### src/rtl/shift_reg_pkg.sv
// Shared types and constants for the shift_reg_lr_ctrl block.
// Optional rotate support is enabled by defining SHIFT_REG_ROTATE_EN.
package shift_reg_pkg;

  // Controller states: IDLE accepts commands, SHIFT runs a multi-cycle shift.
  typedef enum logic {
    IDLE  = 1'b0,
    SHIFT = 1'b1
  } state_t;

  // Direction encoding, matching the shift_left_right input.
  localparam logic DIR_LEFT  = 1'b1;
  localparam logic DIR_RIGHT = 1'b0;

  // Selects the bit entering the vacated end. When rotating, the bit that
  // leaves one end re-enters at the other; otherwise the serial input is used.
  function automatic logic fill_select(
    input logic rot,
    input logic dir,
    input logic msb,
    input logic lsb,
    input logic serial_in
  );
    logic fill;
    fill = serial_in;
    if (rot) begin
      fill = (dir == DIR_LEFT) ? msb : lsb;
    end
    return fill;
  endfunction

endpackage

### src/rtl/shift_reg_lr_ctrl_core.sv
// Datapath of the shift register: holds q and serial_out and performs at most
// one operation per clock (parallel load has priority over a shift).
module shift_reg_lr_ctrl_core
  import shift_reg_pkg::*;
#(
  parameter int REG_WIDTH = 8
) (
  input  logic                 clk,
  input  logic                 rst_n,
  input  logic                 load_en,
  input  logic                 shift_en,
  input  logic                 dir,
  input  logic                 fill,
  input  logic [REG_WIDTH-1:0] data_in,
  output logic [REG_WIDTH-1:0] q,
  output logic                 serial_out
);

  // Register update: load, single-bit shift, or hold.
  always_ff @(posedge clk or negedge rst_n) begin
    if (!rst_n) begin
      q          <= '0;
      serial_out <= 1'b0;
    end else if (load_en) begin
      // serial_out is deliberately untouched by a load.
      q <= data_in;
    end else if (shift_en) begin
      if (dir == DIR_LEFT) begin
        q          <= {q[REG_WIDTH-2:0], fill};
        serial_out <= q[REG_WIDTH-1];
      end else begin
        q          <= {fill, q[REG_WIDTH-1:1]};
        serial_out <= q[0];
      end
    end
  end

endmodule

### src/rtl/shift_reg_lr_ctrl.sv
// Shift-left/right register with parallel load and a valid/ready command port.
// Optional feature macro: SHIFT_REG_ROTATE_EN adds a `rotate` input.
//
// Handshake: a command is taken on a rising edge where cmd_valid && cmd_ready.
// cmd_ready is high only in IDLE; commands offered while it is low are dropped
// (no queueing). Every accepted command ends with exactly one done pulse,
// unless reset intervenes.
module shift_reg_lr_ctrl
  import shift_reg_pkg::*;
#(
  parameter  int REG_WIDTH = 8,
  localparam int CNT_W     = $clog2(REG_WIDTH + 1)
) (
  input  logic                 clk,
  input  logic                 rst_n,
  input  logic                 cmd_valid,
  output logic                 cmd_ready,
  input  logic                 load,
  input  logic                 shift_left_right,
  input  logic [REG_WIDTH-1:0] data_in,
  input  logic [CNT_W-1:0]     shift_cnt,
  input  logic                 serial_in,
`ifdef SHIFT_REG_ROTATE_EN
  input  logic                 rotate,
`endif
  output logic [REG_WIDTH-1:0] q,
  output logic                 serial_out,
  output logic                 busy,
  output logic                 done
);

  state_t           state;
  logic [CNT_W-1:0] cnt;
  logic             dir_q;
  logic             rot_q;
  logic             accept;
  logic             load_en;
  logic             shift_en;
  logic             fill;

  assign accept   = cmd_valid && (state == IDLE);
  assign load_en  = accept && load;
  assign shift_en = (state == SHIFT);

  // Status outputs decode straight from the state register.
  assign cmd_ready = (state == IDLE);
  assign busy      = (state == SHIFT);

  // Fill bit uses the current register contents, never the live inputs other
  // than serial_in, so no input reaches an output combinationally.
  assign fill = fill_select(rot_q, dir_q, q[REG_WIDTH-1], q[0], serial_in);

  // Controller: command acceptance, shift counting and the done pulse.
  always_ff @(posedge clk or negedge rst_n) begin
    if (!rst_n) begin
      state  <= IDLE;
      cnt    <= '0;
      dir_q  <= DIR_RIGHT;
      rot_q  <= 1'b0;
      done   <= 1'b0;
    end else begin
      case (state)
        IDLE: begin
          done <= 1'b0;
          if (accept) begin
            if (load) begin
              done <= 1'b1;
            end else if (shift_cnt == '0) begin
              // Zero-length shift completes immediately as a no-op.
              done <= 1'b1;
            end else begin
              // No shift on the accept edge; shifting starts next edge.
              cnt   <= shift_cnt;
              dir_q <= shift_left_right;
`ifdef SHIFT_REG_ROTATE_EN
              rot_q <= rotate;
`else
              rot_q <= 1'b0;
`endif
              state <= SHIFT;
            end
          end
        end
        SHIFT: begin
          cnt <= cnt - CNT_W'(1);
          if (cnt == CNT_W'(1)) begin
            state <= IDLE;
            done  <= 1'b1;
          end else begin
            done  <= 1'b0;
          end
        end
        default: begin
          state <= IDLE;
          done  <= 1'b0;
        end
      endcase
    end
  end

  shift_reg_lr_ctrl_core #(
    .REG_WIDTH(REG_WIDTH)
  ) u_core (
    .clk        (clk),
    .rst_n      (rst_n),
    .load_en    (load_en),
    .shift_en   (shift_en),
    .dir        (dir_q),
    .fill       (fill),
    .data_in    (data_in),
    .q          (q),
    .serial_out (serial_out)
  );

endmodule

### config.mk
export PLATFORM = sky130hd
export DESIGN_NAME = shift_reg_lr_ctrl
export DESIGN_NICKNAME = d
export VERILOG_FILES = /design/src/rtl/shift_reg_pkg.sv /design/src/rtl/shift_reg_lr_ctrl_core.sv /design/src/rtl/shift_reg_lr_ctrl.sv
export SDC_FILE = /design/constraint.sdc
export NUM_CORES = 1
export LEC_CHECK = 0
export BUFFER_PORTS_ARGS = -buffer_cell sky130_fd_sc_hd__buf_2
export CAP_MARGIN = 20
export CORE_UTILIZATION = 40
export CTS_BUF_LIST = sky130_fd_sc_hd__clkbuf_8
export DETAILED_ROUTE_END_ITERATION = 8
export HOLD_SLACK_MARGIN = 0.06
export PLACE_DENSITY = 0.74
export SLEW_MARGIN = 10
export SYNTH_ARGS = -nofsm -noshare
export SYNTH_HDL_FRONTEND = slang
export SYNTH_SLANG_ARGS = --single-unit
### constraint.sdc
create_clock -name clk -period 2 [get_ports clk]
set_clock_uncertainty 0.05 [all_clocks]
set_input_delay 0.3 -clock clk [delete_from_list [all_inputs] [get_ports clk]]
set_output_delay 0.3 -clock clk [all_outputs]
set_load 0.01 [all_outputs]
==> results of run 1 <==
[registers in the layout, summed over array words and instances, names as in the netlist]
signal	flops
u_core.q	8
cnt	4
busy	1
dir_q	1
done	1
u_core.serial_out	1
[power groups by stage]
| stage | clock [mW] | sequential [mW] | combinational [mW] |
|---|---|---|---|
| after global placement | 0 | 0.666 | 0.835 |
| after floorplan | 0 | 0.663 | 0.611 |
| final | 0.238 | 0.663 | 0.854 |
| after CTS | 0.245 | 0.666 | 0.869 |
| after global routing | 0.260 | 0.696 | 0.964 |
| after detailed placement | 0 | 0.672 | 0.863 |
[metrics by stage]
step | hold slack, ns | instances | instance area, um2 | power, mW
final | 0.2039 | 149 | 1155 | 1.755
after global routing | 0.2111 | 149 | 1155 | 1.920
after CTS | 0.1971 | 149 | 1155 | 1.780
after detailed placement | 0.1842 | 145 | 1104 | 1.535
after global placement | 0.1837 | 145 | 1104 | 1.501
after floorplan | -0.04559 | 91 | 935.9 | 1.274
[Yosys cell counts, drive strengths merged (2+ instances only)]
| cell | instances | area [um2] |
|---|---|---|
| inv | 4 | 17.52 |
| nor4b | 3 | 26.28 |
| ha | 2 | 25.02 |
| xnor2 | 2 | 17.52 |
| buf | 5 | 31.28 |
| mux2 | 2 | 22.52 |
| nor2 | 8 | 30.03 |
| a21oi | 4 | 20.02 |
| a22oi | 4 | 30.03 |
| a211oi | 7 | 52.55 |
| mux2i | 8 | 80.08 |
| dfrtp | 16 | 400.4 |
| o21ai | 2 | 10.01 |
| nor3 | 3 | 15.01 |
| a21o | 7 | 52.55 |
| a31oi | 4 | 25.02 |
[layer usage]
| layer | global-route usage | share of wire |
|---|---|---|
| met5 | 0 | 0 |
| met4 | 0.06944 | 0 |
| met3 | 0.03333 | 0.048 |
| met2 | 0.3089 | 0.50 |
| met1 | 0.2281 | 0.45 |
[worst max-delay path: cells and delay by family (launching register included)]
| family | cells | cell delay [ns] |
|---|---|---|
| flops | 1 | 0.39 |
| compound gates | 1 | 0.27 |
| simple gates | 2 | 0.65 |
[cells by family after synthesis]
| kind of cell | Yosys count |
|---|---|
| flops | 16 |
| mux | 10 |
| simple gates | 21 |
| xor+xnor | 2 |
| fa+ha+maj | 2 |
| buf+inv | 10 |
| compound gates | 30 |
[worst min path at each step]
| stage | from | to | slack (ns) | cells after the start |
|---|---|---|---|---|
| finish | data_in[3] | u_core.q[3] | 0.20 | 2 |
| CTS | data_in[3] | u_core.q[3] | 0.20 | 2 |
| detailed placement | rst_n | u_core.q[4] | 0.18 | 1 |
| global placement | rst_n | u_core.q[3] | 0.18 | 1 |
| floorplan | rst_n | busy | -0.05 | 0 |
| global route | data_in[3] | u_core.q[3] | 0.21 | 2 |
[cell type report]
class	count	share of cell area
Multi-Input combinational cell	65	0.4182
Sequential cell	16	0.3467
Timing Repair Buffer	33	0.1538
Clock buffer	3	0.03575
Tap cell	28	0.03034
Inverter	4	0.01517
[cell usage in the layout (no fill, tap or decap)]
master          n
and3b_1         1
mux2i_1         8
mux2_2          2
nand2_1         1
o211ai_1        1
a31oi_1         4
a211oi_1        7
nor4_2          1
nand2b_1        1
o21ai_0         2
inv_4           1
inv_1           3
nor4b_1         3
nor3_1          3
dlygate4sd3_1   1
nor3b_1         1
xnor2_1         2
a221o_1         1
clkbuf_8        3
dfrtp_1        16
a21oi_1         4
buf_2          29
and2_1          1
nor2_1          8
or4b_4          1
ha_1            2
a22oi_1         4
buf_4           3
a21o_1          7
==> flow_summary_export.csv, run 1 <==
group,metric,value,unit
final_layout,nets,143,
final_layout,fillers,229,
final_layout,seqCellArea,400.4,um2
setup_path,worst-r2r-setup-slack,0.52,ns
pwr,max-vdd-ir-drop,580.0,uV
clock_network,cts_root_buffer,"clkbuf_8",
drt,vias,798,
synth,synth_nets,111,
timing,final_max_slew_viol_count,0,
timing,timing.fmax,677.2,MHz
synth,avgSynthCellArea,10.28,um2
die,core,0.002212,mm2
pwr,clkPwrFrac,0.135,
setup_path,critPathLaunch,"busy",
setup_path,cp.arrival,1.56,ns
pwr,p_sw,659.2,uW
setup_path,crit_type,"reg2reg",
drt,wirelength,1.999,mm
setup_path,worst_r2r_endpoint,"u_core.q[7]",
synth,synth_top_family_by_area,"compound AO/OA/AOI/OAI gates",
setup_path,worst_setup_path_end_kind,"register",
place,finalWeightedCongestion,0.8113,
clock_network,cts.sinks,16,
final_layout,diodes,0,
die,die_area,0.002537,mm2
pwr,pwr_density_cell,1519,mW/mm2
synth,ys_seq_elements,16,
synth,synth-edff-count,0,
clock_network,post_cts_resized,0,
die,die_width,50.37,um
timing,slew_headroom,0.6535,
global_route,track_usage,0.1822,
flow_run,drv_cap,0,
drt,viasPerCell,5.356,
timing,setup_viol,0,
global_route,grt-ovfl-total,0,
setup_path,required,2.08,ns
die,row_count,17,
worst_hold_path,holdCritPathClass,"in2reg",
global_route,grt_pass1_wl,3.450,mm
synth,synthMuxAreaShare,0.1096,
synth,synth_compound_area_frac,0.2219,
synth,synth_ff_type,"dfrtp_1",
global_route,grt_max_degree,19,
synth,synth-warning-count,0,
synth,synth_cell_types,28,
drt,ant_nets,0,
die,chipHeight,50.37,um
timing,finalCritPeriodShare,0.7383,
timing,hold_viol,0,
synth,ys_seq_area_frac,0.4278,
clock_network,cts_hold_buf,1,
setup_path,crit_path_start_kind,"register",
clock_network,cts_tree,"built",
synth,yosys.area_share.adder,0.02674,
place,port_buffers,29,
setup_path,crit_path_top_delay_cell,"and3b_1",
clock_network,htreeDepth,1,
die,num_io_pins,30,
setup_path,critPathMaxStageDelay,0.55,ns
place,place_ws,0.5009,ns
timing,worst_pin_slew,0.5197,ns
status,status,"complete, no violations",
clock_network,clk_pin_slew,0.06,ns
drt,drtPass1Iterations,4,
timing,rsz0062_at_grt,"false",
pwr,pwr-share-seq,0.378,
clock_network,cts_buffer_depth,2,
clock_network,cts_setup_buffers,0,
timing,fin_crit,1.477,ns
drt,wire_per_inst,13.42,um
setup_path,cp-endpoint,"u_core.q[7]",
clock_network,cts_buffers,3,
die,start_util,0.4231,
synth,yosys.area_share.simple,0.1390,
setup_path,crit_chain,"and3b_1 > nor3b_1 > a221o_1",
timing,fin_ws,0.5233,ns
setup_path,rr_startpoint,"busy",
pwr,internal-power,1.095,mW
final_layout,area_growth_syn_to_layout,23.40,%
final_layout,multi_input_area,483.0,um2
global_route,grt_pass1_vias,769,
synth,synth-xor-area-share,0.01872,
pwr,switching_share,0.3757,
pwr,p_leak,0.5564,nW
timing,fin_setup_tns,0,ns
synth,ys_async_sr_fraction,1.000,
drt,drt_iter0_markers,14,
place,place_hpwl,1.546,mm
setup_path,r2r_cells,3,
final_layout,drive_above_1_share,0.3306,
synth,syn_inst,91,
synth,synthesis.area,935.9,um2
pwr,power.combinational.fraction,0.487,
setup_path,crit_path_max_fanout,16,
global_route,antenna_found_initial,0,
final_layout,final_util,0.5221,
clock_network,insertion_delay,0.24,ns
drt,drc,0,
(Power assumes the default switching activity.)
==> run 2, diff against run 1 <==
--- a/config.mk
+++ b/config.mk
@@ -5,6 +5,7 @@
 export SDC_FILE = /design/constraint.sdc
 export NUM_CORES = 1
 export LEC_CHECK = 0
+export ABC_AREA = 1
 export BUFFER_PORTS_ARGS = -buffer_cell sky130_fd_sc_hd__buf_2
 export CAP_MARGIN = 20
 export CORE_UTILIZATION = 40
==> constraint.sdc (replaced) <==
create_clock -name clk -period 1.41 [get_ports clk]
set_clock_uncertainty 0.05 [all_clocks]
set_input_delay 0.2115 -clock clk [delete_from_list [all_inputs] [get_ports clk]]
set_output_delay 0.2115 -clock clk [all_outputs]
set_load 0.01 [all_outputs]
==> flow_summary_export.csv, run 2 <==
group,metric,value,unit
status,status,"complete, no violations",
timing,rsz0062_at_grt,"true",
place,postPlaceCellArea,0.001147,mm2
final_layout,nets,189,
flow_run,drv_cap,0,
place,place_ws,0.1394,ns
timing,worst_pin_slew,0.3689,ns
die,die_area,0.002677,mm2
synth,yosys.area_share.adder,0.02528,
timing,whs,0.1595,ns
worst_hold_path,holdPathStages,3,
synth,synth_cell_types,17,
final_layout,largest_register_ffs,8,
global_route,antenna_found_initial,0,
timing,finalCritPeriodShare,0.9573,
drt,wirelength,2.231,mm
clock_network,cts_buffer_depth,2,
clock_network,insertion_delay,0.25,ns
synth,ys_seq_elements,16,
synth,synth_nets,157,
die,core,0.002276,mm2
drt,drt_iter0_markers,10,
timing,setup_viol,0,
timing,final_max_slew_viol_count,0,
synth,synthesis.area,989.7,um2
synth,ys_async_sr_fraction,1.000,
place,port_buffers,29,
die,num_io_pins,30,
setup_path,required,1.15,ns
worst_hold_path,holdCritPathClass,"in2reg",
timing,hold_viol,0,
final_layout,largest_registers,"u_core.q x8, cnt x4",
synth,synth-xor-area-share,0,
drt,ant_nets,0,
synth,avgSynthCellArea,7.224,um2
synth,synth.most_common_cell,"nand2_1",
clock_network,cts_root_buffer,"clkbuf_8",
setup_path,crit_type,"reg2out",
drt,drc,0,
synth,synth_ff_type,"dfrtp_1",
place,place_hpwl,1.656,mm
timing,slew_headroom,0.7541,
final_layout,final_cell_mix,"nand2_1 (35), buf_2 (29), inv_1 (21), nand3_1 (20), o21ai_0 (20)",
drt,wire_per_inst,11.44,um
setup_path,crit_path_start_kind,"register",
timing,fin_setup_tns,0,ns
clock_network,clk_pin_slew,0.06,ns
timing,fin_crit,1.350,ns
synth,yosys.area_share.simple,0.3148,
global_route,grt-ovfl-total,0,
place,finalWeightedCongestion,0.7924,
synth,synth.area.top_cells,"dfrtp_1 (40%), nand2_1 (13%), nand3_1 (10%), o21ai_0 (10%), inv_1 (8.0%)",
final_layout,final_cell_area,0.001205,mm2
synth,ys_top_cells_by_count,"nand2_1 (35), inv_1 (21), nand3_1 (20), o21ai_0 (20), dfrtp_1 (16)",
clock_network,cts_tree,"built",
drt,vias,964,
final_layout,final_common_cell,"nand2_1",
global_route,track_usage,0.2031,
pwr,pwr_density_cell,2085,mW/mm2
pwr,max-vdd-ir-drop,1069,uV
timing,fin_ws,0.06027,ns
global_route,grt_pass1_vias,913,
final_layout,diodes,0,
setup_path,crit_path_max_fanout,11,
global_route,grt_max_degree,20,
synth,synth_top_area_frac,0.4046,
drt,viasPerCell,4.944,
synth,ys_seq_area_frac,0.4046,
final_layout,drive_above_1_share,0.2455,
synth,syn_inst,137,
synth,synth-edff-count,0,
global_route,grt_pass1_wl,3.995,mm
clock_network,cts_buffers,3,
clock_network,htreeDepth,1,
die,die_width,51.74,um
synth,synth_top_area_cell,"dfrtp_1",
setup_path,worst_setup_path_end_kind,"output port",
drt,drtPass1Iterations,4,
die,row_count,17,
synth,synth_top_family_by_area,"simple AND/OR/NAND/NOR gates",
synth,synth_compound_area_frac,0.1340,
final_layout,area_growth_syn_to_layout,21.75,%
synth,synth-warning-count,0,
pwr,p_leak,0.6536,nW
die,chipHeight,51.74,um
setup_path,r2r_cells,6,
die,start_util,0.4349,
clock_network,cts.sinks,16,
synth,synthMuxAreaShare,0,
timing,timing.fmax,740.9,MHz
setup_path,cp.arrival,1.09,ns
final_layout,top_register,"u_core.q",
-- run 2: cell types whose count changed in the layout (fill, tap and decap cells not counted), sizes merged, moves of 6 or more --
cell | previous run | this run
a211oi | 7 | 0
a21o | 7 | 1
inv | 4 | 22
mux2i | 8 | 0
nand2 | 1 | 37
nand3 | 0 | 20
o21ai | 2 | 20
-- run 2: metrics by stage --
stage	util	cells	total power, mW
6_report	0.5294	195	2.512
5_1_grt	0.5294	195	2.805
4_1_cts	0.5267	195	2.513
3_5_place_dp	0.5041	191	2.162
2_1_floorplan	-	137	1.798
3_3_place_gp	0.5041	191	2.097
-- run 2: worst paths after layout --
| kind | start | slack, ns | endpoint |
|---|---|---|---|
| min | data_in[7] | 0.16 | u_core.q[7] |
| max reg2reg | busy | 0.12 | u_core.q[1] |
| max | busy | 0.06 | cmd_ready |
| min in group asynchronous | rst_n | 0.37 | u_core.q[6] |
| max in group asynchronous | rst_n | 0.65 | dir_q |
| min reg2reg | u_core.serial_out | 0.45 | u_core.serial_out |
-- run 2: timing repair --
action                                  CTS  global route
gates resized for setup                   0             3
hold buffers                              1             0
endpoints found under the hold margin    16             0
endpoints found under the setup margin    0             4
setup buffers                             0             0
-- run 2: worst max-delay path, cell delays in order (launching register included) --
cell and delay (ns):
dfrtp_2 0.44, inv_2 0.12, buf_6 0.15, buf_2 0.13
-- run 2: cell families after synthesis --
group	after synthesis
compound gates	25
fa+ha+maj	2
buf+inv	27
flops	16
simple gates	67
-- run 2: metal layers --
metal,part of all wire,vias up,track usage
li1,-,504,-
met1,0.45,425,0.2583
met2,0.48,29,0.3355
met3,0.042,6,0.01754
met4,0.017,0,0.1171
met5,0,-,0
-- run 2: final cells by class --
cell class	instances	area, um2
fill	231	1071
timing repair buffer	32	173.9
sequential	16	402.9
inverter	22	82.58
clock buffer	3	41.29
tap	28	35.03
multi-input combinational	94	469.2
-- run 2: power by group --
| group | total [mW] | internal, mW | switching (mW) |
|---|---|---|---|
| Combinational | 1.21 | 0.515 | 0.700 |
| Sequential | 0.953 | 0.706 | 0.247 |
| Clock | 0.344 | 0.189 | 0.155 |
| Total | 2.51 | 1.41 | 1.10 |
